$ cat config.mk
export PLATFORM = sky130hd
export DESIGN_NAME = bullet_fire_ctrl
export DESIGN_NICKNAME = d
export VERILOG_FILES = /design/src/rtl/bullet_fire_ctrl.sv
export SDC_FILE = /design/constraint.sdc
export NUM_CORES = 1
export LEC_CHECK = 0
export CAP_MARGIN = 20
export CORE_MARGIN = 5
export CORE_UTILIZATION = 62
export DETAILED_ROUTE_END_ITERATION = 7
export DONT_BUFFER_PORTS = 1
export PLACE_DENSITY = 0.78
export SLEW_MARGIN = 20
export SYNTH_ARGS = -nofsm -noshare
export SYNTH_HDL_FRONTEND = slang
export SYNTH_SLANG_ARGS = --single-unit
$ cat constraint.sdc
create_clock -name clk -period 2.5 [get_ports clk]
set_input_delay 0.5 -clock clk [delete_from_list [all_inputs] [get_ports clk]]
set_output_delay 0.5 -clock clk [all_outputs]
set_load 0.1 [all_outputs]
$ cat src/rtl/bullet_fire_ctrl.sv
// Fire scheduler for the player's bullet slots: launches bullets into free slots,
// enforces cooldown and magazine reload, and aggregates slot hit reports.
module bullet_fire_ctrl #(
    parameter int NUM_SLOTS      = 4,
    parameter int COOLDOWN_TICKS = 8,
    parameter int AMMO_MAX       = 6,
    parameter int RELOAD_TICKS   = 32
) (
    input  logic                 clk,
    input  logic                 rst_n,
    input  logic                 tick,
    input  logic                 clear,
    input  logic                 attack,
    input  logic                 defend,
    input  logic [NUM_SLOTS-1:0] slotBusy,
    input  logic [NUM_SLOTS-1:0] slotHit,
    output logic [NUM_SLOTS-1:0] fire,
    output logic [3:0]           ammo,
    output logic                 reloading,
    output logic                 ready,
    output logic                 hitPulse,
    output logic [7:0]           hitCount
);

    localparam int MAX_TICKS = (COOLDOWN_TICKS > RELOAD_TICKS) ? COOLDOWN_TICKS : RELOAD_TICKS;
    localparam int CNT_W     = $clog2(MAX_TICKS + 1);

    typedef enum logic [1:0] {
        ST_IDLE,
        ST_COOLDOWN,
        ST_RELOAD
    } state_t;

    state_t               state_q, state_d;
    logic [CNT_W-1:0]     cnt_q, cnt_d;
    logic [3:0]           ammo_q, ammo_d;
    logic [NUM_SLOTS-1:0] fire_q, fire_d;
    logic [NUM_SLOTS-1:0] reserved_q;
    logic                 hit_pulse_q;
    logic [7:0]           hit_count_q, hit_count_d;

    logic [NUM_SLOTS-1:0] free_mask;
    logic [NUM_SLOTS-1:0] sel_onehot;
    logic                 any_free;
    logic                 can_fire;
    logic [8:0]           hit_sum;

    function automatic logic [3:0] popcount(input logic [NUM_SLOTS-1:0] v);
        logic [3:0] n;
        n = '0;
        for (int i = 0; i < NUM_SLOTS; i++) begin
            n = n + {3'b000, v[i]};
        end
        return n;
    endfunction

    // A slot just launched is held reserved for one cycle, until its busy flag catches up.
    assign free_mask = ~slotBusy & ~reserved_q;
    assign any_free  = |free_mask;

    always_comb begin
        sel_onehot = '0;
        for (int i = NUM_SLOTS - 1; i >= 0; i--) begin
            if (free_mask[i]) begin
                sel_onehot    = '0;
                sel_onehot[i] = 1'b1;
            end
        end
    end

    assign can_fire = (state_q == ST_IDLE) && tick && attack && !defend
                      && (ammo_q != 4'd0) && any_free;

    // NOTE: every output of this block gets a default first, so no path leaves a latch.
    always_comb begin
        state_d = state_q;
        cnt_d   = cnt_q;
        ammo_d  = ammo_q;
        fire_d  = '0;
        case (state_q)
            ST_IDLE: begin
                if (can_fire) begin
                    fire_d = sel_onehot;
                    ammo_d = ammo_q - 4'd1;
                    if (ammo_q == 4'd1) begin
                        state_d = ST_RELOAD;
                        cnt_d   = CNT_W'(RELOAD_TICKS);
                    end else begin
                        state_d = ST_COOLDOWN;
                        cnt_d   = CNT_W'(COOLDOWN_TICKS);
                    end
                end
            end
            ST_COOLDOWN, ST_RELOAD: begin
                if (tick) begin
                    if (cnt_q == CNT_W'(1)) begin
                        state_d = ST_IDLE;
                        if (state_q == ST_RELOAD) begin
                            ammo_d = 4'(AMMO_MAX);
                        end
                    end else begin
                        cnt_d = cnt_q - CNT_W'(1);
                    end
                end
            end
            default: state_d = ST_IDLE;
        endcase
    end

    // Hits are tallied every cycle, independent of tick and state; the count saturates.
    assign hit_sum     = {1'b0, hit_count_q} + {5'b00000, popcount(slotHit)};
    assign hit_count_d = hit_sum[8] ? 8'hFF : hit_sum[7:0];

    // NOTE: state registers use non-blocking assignments so every flop samples pre-edge values.
    always_ff @(posedge clk or negedge rst_n) begin
        if (!rst_n) begin
            state_q     <= ST_IDLE;
            cnt_q       <= '0;
            ammo_q      <= 4'(AMMO_MAX);
            fire_q      <= '0;
            reserved_q  <= '0;
            hit_pulse_q <= 1'b0;
            hit_count_q <= '0;
        end else if (clear) begin
            state_q     <= ST_IDLE;
            cnt_q       <= '0;
            ammo_q      <= 4'(AMMO_MAX);
            fire_q      <= '0;
            reserved_q  <= '0;
            hit_pulse_q <= 1'b0;
            hit_count_q <= '0;
        end else begin
            state_q     <= state_d;
            cnt_q       <= cnt_d;
            ammo_q      <= ammo_d;
            fire_q      <= fire_d;
            reserved_q  <= fire_d;
            hit_pulse_q <= |slotHit;
            hit_count_q <= hit_count_d;
        end
    end

    assign fire      = fire_q;
    assign ammo      = ammo_q;
    assign reloading = (state_q == ST_RELOAD);
    assign ready     = (state_q == ST_IDLE) && (ammo_q != 4'd0) && any_free;
    assign hitPulse  = hit_pulse_q;
    assign hitCount  = hit_count_q;

endmodule

==> results by group, run 1 <==
STA
  – RSZ-0062 raised after global routing: false
  – Final setup viols: 0
  – Layout Skew: 9.585 ps
  – Setup slack after layout: 154.7 ps
  – Slew Limit Fails: 0
  – Rel. slew slack: 0.4248
  – Achievable Freq: approximately 430 MHz
  – Final hold violations: 0
  – Hold slack: 212.3 ps
  – Final Critical Period: approximately 2300 ps
  – Slew @ Worst Pin: between 800 and 900 ps
  – Tcrit/Tclk final: 0.9381

Global routing
  – Remaining Overflow, GRT: 0
  – Gr busiest metal: met2
  – Total GRT Usage: 0.2120
  – Initial antenna violation count: 0
  – Pin count of the biggest net entering global routing: 26
  – Vias in the first global route: 1327
  – Met1 capacity usage during global routing: 0.2545
  – Met3 Use GR: 0.03486
  – First-pass GRT wire length: 5733 um
  – GRT met2 Usage: 0.3791

Setup path
  – CP endpoint kind: primary output
  – Worst reg2reg path startpoint: state_q[1]$_DFFE_PN0P_
  – Crit path launch type: flop
  – CP max FO: 3
  – Crit path required time: 2000 ps
  – Critical path cell sequence: inv_1 -> ha_1 -> or3b_2 -> nand2_1 -> nor2_4 -> buf_12
  – CP Data Arrival Time: 1850 ps
  – Slowest cell on crit path: or3b_2
  – CP Class: flop to primary output
  – CP startpoint: ammo[0]$_DFFE_PN0P_
  – CP max stage delay: 490 ps

Clock tree
  – Clock transition at the registers of the reported paths: 150 ps
  – TritonCTS clock tree: yes
  – CTS Buffer Depth: 2
  – H-tree levels: 1
  – # Post-CTS Setup Buffers: 0
  – Worst-Skew Late Latency: 330 ps
  – Hold Buf Count CTS: 2
  – Clk root buf: clkbuf_4
  – Cts bufs inserted: 3
  – Clk sinks: 25
  – CTS resizes: 0

Floorplan
  – Num rows: 18
  – Die Y: 59.54 um
  – Die Wd: 59.54 um
  – Io pins: 33
  – Core area: 2410 um2
  – Initial Util: 0.6314
  – Die area: 3544 um2

Drt
  – Vias per cell: roughly 6.0
  – DR WL/cell: 16.07 um
  – Initial DRT Pass Iterations: 4
  – Drt initial violations: 63
  – Routed Antenna Nets: 0
  – DRT Wirelength: approximately 3500 um
  – Remaining DRCs: 0
  – Routed vias: 1294

Yosys
  – Ys async rst share: 1.000
  – Synthesized flop and latch total: 25
  – Post-synthesis sequential area ratio: 0.4128
  – Main synth FF type: dfrtp_1
  – Avg Inst Size Synth: 9.509 um2
  – Post-synth EDFFs: 0
  – Mapped Area: 1521 um2
  – Post-synthesis net count: 186
  – Cells after Synth: 160
  – Post-synthesis cell type count: 44
  – Warnings, synthesis: 0

Finish
  – Diode count: 0
  – Util after Layout: 0.7513
  – Fillers: 169
  – Share of layout cells above drive strength 1: 0.2473
  – Area delta synth->final: 19.00%
  – Total Nets Final: 213

Status
  – Status: completed

Pwr
  – LEAKAGE: 0.0008332 uW
  – Pwr Density: roughly 1100 nW/um2
  – PnR Total Power: around 1900 uW
  – Worst VDD drop: 850.3 uV

Placement
  – Pre-CTS setup slack: -130.3 ps
  – RePlAce Congestion: 0.8125
  – Post-DP HPWL: 2662 um
  – IO buf count: 0

Run
  – MaxCap Viol Count: 0

Worst hold path
  – Tightest Hold Check Type: input pin to flop
  – Hold wc startpoint: clear
-- flip-flops by register name, indices dropped and copies added, names as in the netlist --
signal and cells:
cnt_q 6, ammo 4, hitPulse 1, state_q 2, hitCount 8, reserved_q 4
-- final timing paths --
path                                     endpoint  slack, ps  cells after the start
hold reg to reg            state_q[0]$_DFFE_PN0P_        550                      1
hold / removal              hitCount[7]$_DFF_PN0_        210                      1
max in group asynchronous     ammo[1]$_DFFE_PN1P_       1690                      2
min in group asynchronous      hitPulse$_DFF_PN0_        570                      2
setup / recovery                            ready        150                      6
setup reg to reg              ammo[0]$_DFFE_PN0P_        320                      7
-- power by group --
| part | leakage, uW | switching [uW] | total, uW | internal, uW |
|---|---|---|---|---|
| Sequential | 0.000330 | 95.1 | 595 | 500 |
| Clock | 0.0000139 | 128 | 189 | 61.2 |
| Combinational | 0.000489 | 764 | 1120 | 355 |
-- metrics by stage --
step / TNS (ps) / cells / instance area (um2)
6_report: 0 / 216 / 1810
5_1_grt: 0 / 216 / 1810
4_1_cts: 0 / 216 / 1810
2_1_floorplan: -158.5 / 160 / 1541
3_5_place_dp: -667.8 / 210 / 1750
3_3_place_gp: -228.2 / 210 / 1750
-- cells by family (layout without fill, tap and decap cells) --
family / Yosys count / in the layout / synth area share
simple gates: 59 / 59 / 0.2081
compound gates: 41 / 41 / 0.1834
xor+xnor: 3 / 3 / 0.01727
buf+inv: 17 / 43 / 0.04358
mux: 3 / 3 / 0.02138
flops: 25 / 25 / 0.4128
fa+ha+maj: 12 / 12 / 0.1135
-- critical path, delay by kind of cell, from the launching register on --
family / cells / cell delay [ps]
AND/OR/NAND/NOR: 3 / 670
flip-flops: 1 / 420
buffers and inverters: 2 / 270
adder cells (fa/ha/maj): 1 / 160
-- layout make-up --
cell class	count	area [um2]	area share
multi-input cells	118	845.8	0.4672
flip-flops and latches	25	629.4	0.3476
repair buffers	25	215.2	0.1189
inverters	14	52.55	0.02903
well taps	30	37.54	0.02073
clock buffers	3	22.52	0.01244
clock inverters	1	7.507	0.004147
-- cell usage in the layout, fill, tap and decap left out, types with 2 or more instances in the layout --
cell,Yosys,routed
a211oi_1,2,2
a21oi_1,12,12
a31oi_1,3,3
a41oi_1,2,2
and3_1,2,2
buf_12,0,2
buf_4,0,22
clkbuf_4,0,3
dfrtp_1,23,22
dfstp_2,2,2
fa_2,0,2
ha_1,9,9
inv_1,14,12
inv_2,0,2
mux2_2,2,2
nand2_1,10,10
nand2b_1,2,2
nand3_1,6,6
nor2_1,14,13
nor2b_1,4,4
nor3_1,6,6
nor4_1,4,4
o21ai_0,8,7
o31ai_1,5,5
or3_1,2,2
xor2_1,2,2
-- per-layer routing --
| metal | up-vias | part of all wire |
|---|---|---|
| met2 | 47 | 0.51 |
| met5 | - | 0 |
| li1 | 629 | - |
| met1 | 612 | 0.41 |
| met4 | 0 | 0.0098 |
| met3 | 6 | 0.073 |
-- synth_stat cells (3+ instances only) --
master,count,share of area
ha_1,9,0.074
o31ai_1,5,0.025
a31oi_1,3,0.012
nor2b_1,4,0.016
nor2_1,14,0.035
fa_1,3,0.039
inv_1,14,0.035
nor4_1,4,0.016
nand3_1,6,0.020
o21ai_0,8,0.026
nand2_1,10,0.025
a21oi_1,12,0.039
dfrtp_1,23,0.38
nor3_1,6,0.020
(Power assumes the default switching activity.)
==> inputs of run 2 (changes only) <==
==> constraint.sdc (replaced) <==
create_clock -name clk -period 2.5 [get_ports clk]
set_input_delay 0.5 -clock clk [delete_from_list [all_inputs] [get_ports clk]]
set_output_delay 0.5 -clock clk [all_outputs]
set_load 0.02 [all_outputs]
==> run 2 against run 1 <==
  * Maximum frequency barely moved
  * Via count shrank 3.9%
  * Global-route usage about the same
  * Critical path type unchanged
  * Largest cell class unchanged
  * Largest power group unchanged
==> results by group, run 2 (synthesis results as in run 1) <==
Status
  – Status: completed

Finish
  – Util after Layout: 0.6880 (-0.06334)
  – Most frequent cells in the layout: dfrtp_1, nor2_1, inv_1
  – Max reg flops: 8 (unchanged)
  – Fin area: 1658 um2 (-8.4%)
  – Diode count: 0 (unchanged)
  – Most common cell after layout, fill and taps aside: dfrtp_1
  – Share of layout cells above drive strength 1: 0.1479 (-0.09938)
  – Area delta synth->final: 8.964%
  – Total Nets Final: 196 (-8.0%)
  – Final Non-Filler Cells: 199 (-7.9%)

Floorplan
  – Num rows: 18 (unchanged)
  – Die Y: 59.54 um (unchanged)
  – Die Wd: 59.54 um (unchanged)
  – Die area: 3544 um2 (unchanged)
  – Io pins: 33 (unchanged)
  – Core area: 2410 um2 (unchanged)
  – Initial Util: 0.6314 (unchanged)

Clock tree
  – Clock transition at the registers of the reported paths: 140 ps (about the same)
  – Clk root buf: clkbuf_4
  – Worst-Skew Late Latency: 320 ps (about the same)
  – CTS Buffer Depth: 2 (unchanged)
  – TritonCTS clock tree: yes
  – Clk sinks: 25 (unchanged)
  – Cts bufs inserted: 3 (unchanged)
  – H-tree levels: 1 (unchanged)

Pwr
  – Worst VDD drop: 566.4 uV (-33%)
  – Pwr Density: 905.0 nW/um2 (-14%)
  – LEAKAGE: 0.0007413 uW (-11%)

Placement
  – IO buf count: 0 (unchanged)
  – Pre-CTS setup slack: -123.4 ps (+6.949 ps)
  – Post-DP HPWL: 2510 um (-5.7%)
  – Placed instance count: 193 (-8.1%)
  – RePlAce Congestion: 0.9027 (+11%)
  – Cell Area, Placed: 1602 um2 (-8.5%)

Global routing
  – Remaining Overflow, GRT: 0 (unchanged)
  – Total GRT Usage: 0.2119 (about the same)
  – First-pass GRT wire length: 5768 um (+0.61%)
  – Vias in the first global route: 1304 (-1.7%)
  – Initial antenna violation count: 0 (unchanged)
  – Pin count of the biggest net entering global routing: 26 (unchanged)

Drt
  – Routed Antenna Nets: 0 (unchanged)
  – Routed vias: 1243 (-3.9%)
  – DRT Wirelength: 3299 um (-5.0%)
  – Vias per cell: 6.246 (+4.3%)
  – Remaining DRCs: 0 (unchanged)
  – Initial DRT Pass Iterations: 4 (unchanged)
  – DR WL/cell: 16.58 um (+3.1%)
  – Drt initial violations: 88 (+40%)

Worst hold path
  – Hold path cells: 1 (unchanged)
  – Hold Path End: hitCount[0]$_DFF_PN0_
  – Tightest Hold Check Type: input pin to flop
  – Hold wc startpoint: clear

Setup path
  – Critical path cell sequence: inv_1 -> ha_1 -> or3b_2 -> nand2_1 -> nor2_1
  – Worst reg2reg path startpoint: ammo[1]$_DFFE_PN1P_
  – CP endpoint kind: primary output
  – CP max FO: 5 (+2)
  – Crit path required time: 2000 ps (about the same)
  – Reg-to-reg slack, setup: 300 ps (-20 ps)
  – Slowest cell on crit path: dfstp_2
  – R2R Path End: cnt_q[5]$_DFFE_PN0P_
  – Crit path launch type: flop
  – CP Class: flop to primary output
  – R2R cell count: 7 (unchanged)
  – CP max stage delay: 650 ps (+160 ps)
  – CP Data Arrival Time: 1840 ps (about the same)

STA
  – Final setup viols: 0 (unchanged)
  – Hold slack: 219.5 ps (+7.208 ps)
  – Rel. slew slack: 0.6931 (+0.2683)
  – RSZ-0062 raised after global routing: false
  – Setup slack after layout: 156.8 ps (+2.140 ps)
  – Tcrit/Tclk final: 0.9373 (about the same)
  – Slew Limit Fails: 0 (unchanged)
  – Final hold violations: 0 (unchanged)
  – Final Critical Period: 2343 ps (-2.140 ps)
  – Layout Skew: 6.824 ps (-2.761 ps)
  – Slew @ Worst Pin: 456.2 ps (-407.3 ps)
  – Achievable Freq: 426.8 MHz (about the same)

Run
  – MaxCap Viol Count: 0 (unchanged)
run 2: cell types whose count changed in the layout (fill, tap and decap cells not counted), sizes merged:
cell | previous run | this run
buf | 24 | 7
clkinvlp | 1 | 0
clkbuf | 3 | 4
run 2: per-stage QoR:
stage	total power [uW]	TNS [ps]
floorplan	1137	-103.3
global placement	1264	-102.2
detailed placement	1305	-476.2
CTS	1502	0
global route	1628	0
finish	1500	0
run 2: worst max path at each step:
stage                     depth (start not counted)           startpoint                    end  slack (ps)
final                                             5  ammo[1]$_DFFE_PN1P_                  ready         160
after global placement                            9           slotHit[3]  hitCount[7]$_DFF_PN0_         -80
after global routing                              5  ammo[1]$_DFFE_PN1P_                  ready          60
after floorplan                                   9           slotHit[3]  hitCount[7]$_DFF_PN0_        -100
after detailed placement                          9           slotHit[3]  hitCount[7]$_DFF_PN0_        -120
after CTS                                         5  ammo[1]$_DFFE_PN1P_                  ready         150
run 2: where the power goes:
part	switching, uW	leakage, uW	internal, uW
Sequential	140	0.000331	499
Combinational	393	0.000395	282
Clock	124	0.0000150	62.4
run 2: cell type report:
cell class / instances / area [um2]
Timing Repair Buffer: 8 / 75.07
Inverter: 14 / 52.55
Clock buffer: 4 / 26.28
Tap cell: 30 / 37.54
Multi-Input combinational cell: 118 / 838.3
Fill cell: 190 / 752.0
Sequential cell: 25 / 628.1
run 2: what timing repair did:
item                                   CTS  global route
gates resized for setup                  0             0
buffers inserted                         0             0
hold buffers                             2             0
endpoints found under the hold margin   25             0
run 2: worst max-delay path: cells and delay by family, from the launching register on:
kind	cells	cell delay [ps]
flops	1	650
buf+inv	1	100
fa+ha+maj	1	180
simple gates	3	590
run 2: routing by layer:
metal / GRT usage / up-vias / share of wire
met4: 0.07911 / 0 / 0.0055
li1: - / 597 / -
met2: 0.3573 / 46 / 0.52
met3: 0.04357 / 2 / 0.075
met1: 0.2667 / 598 / 0.39
met5: 0 / - / 0
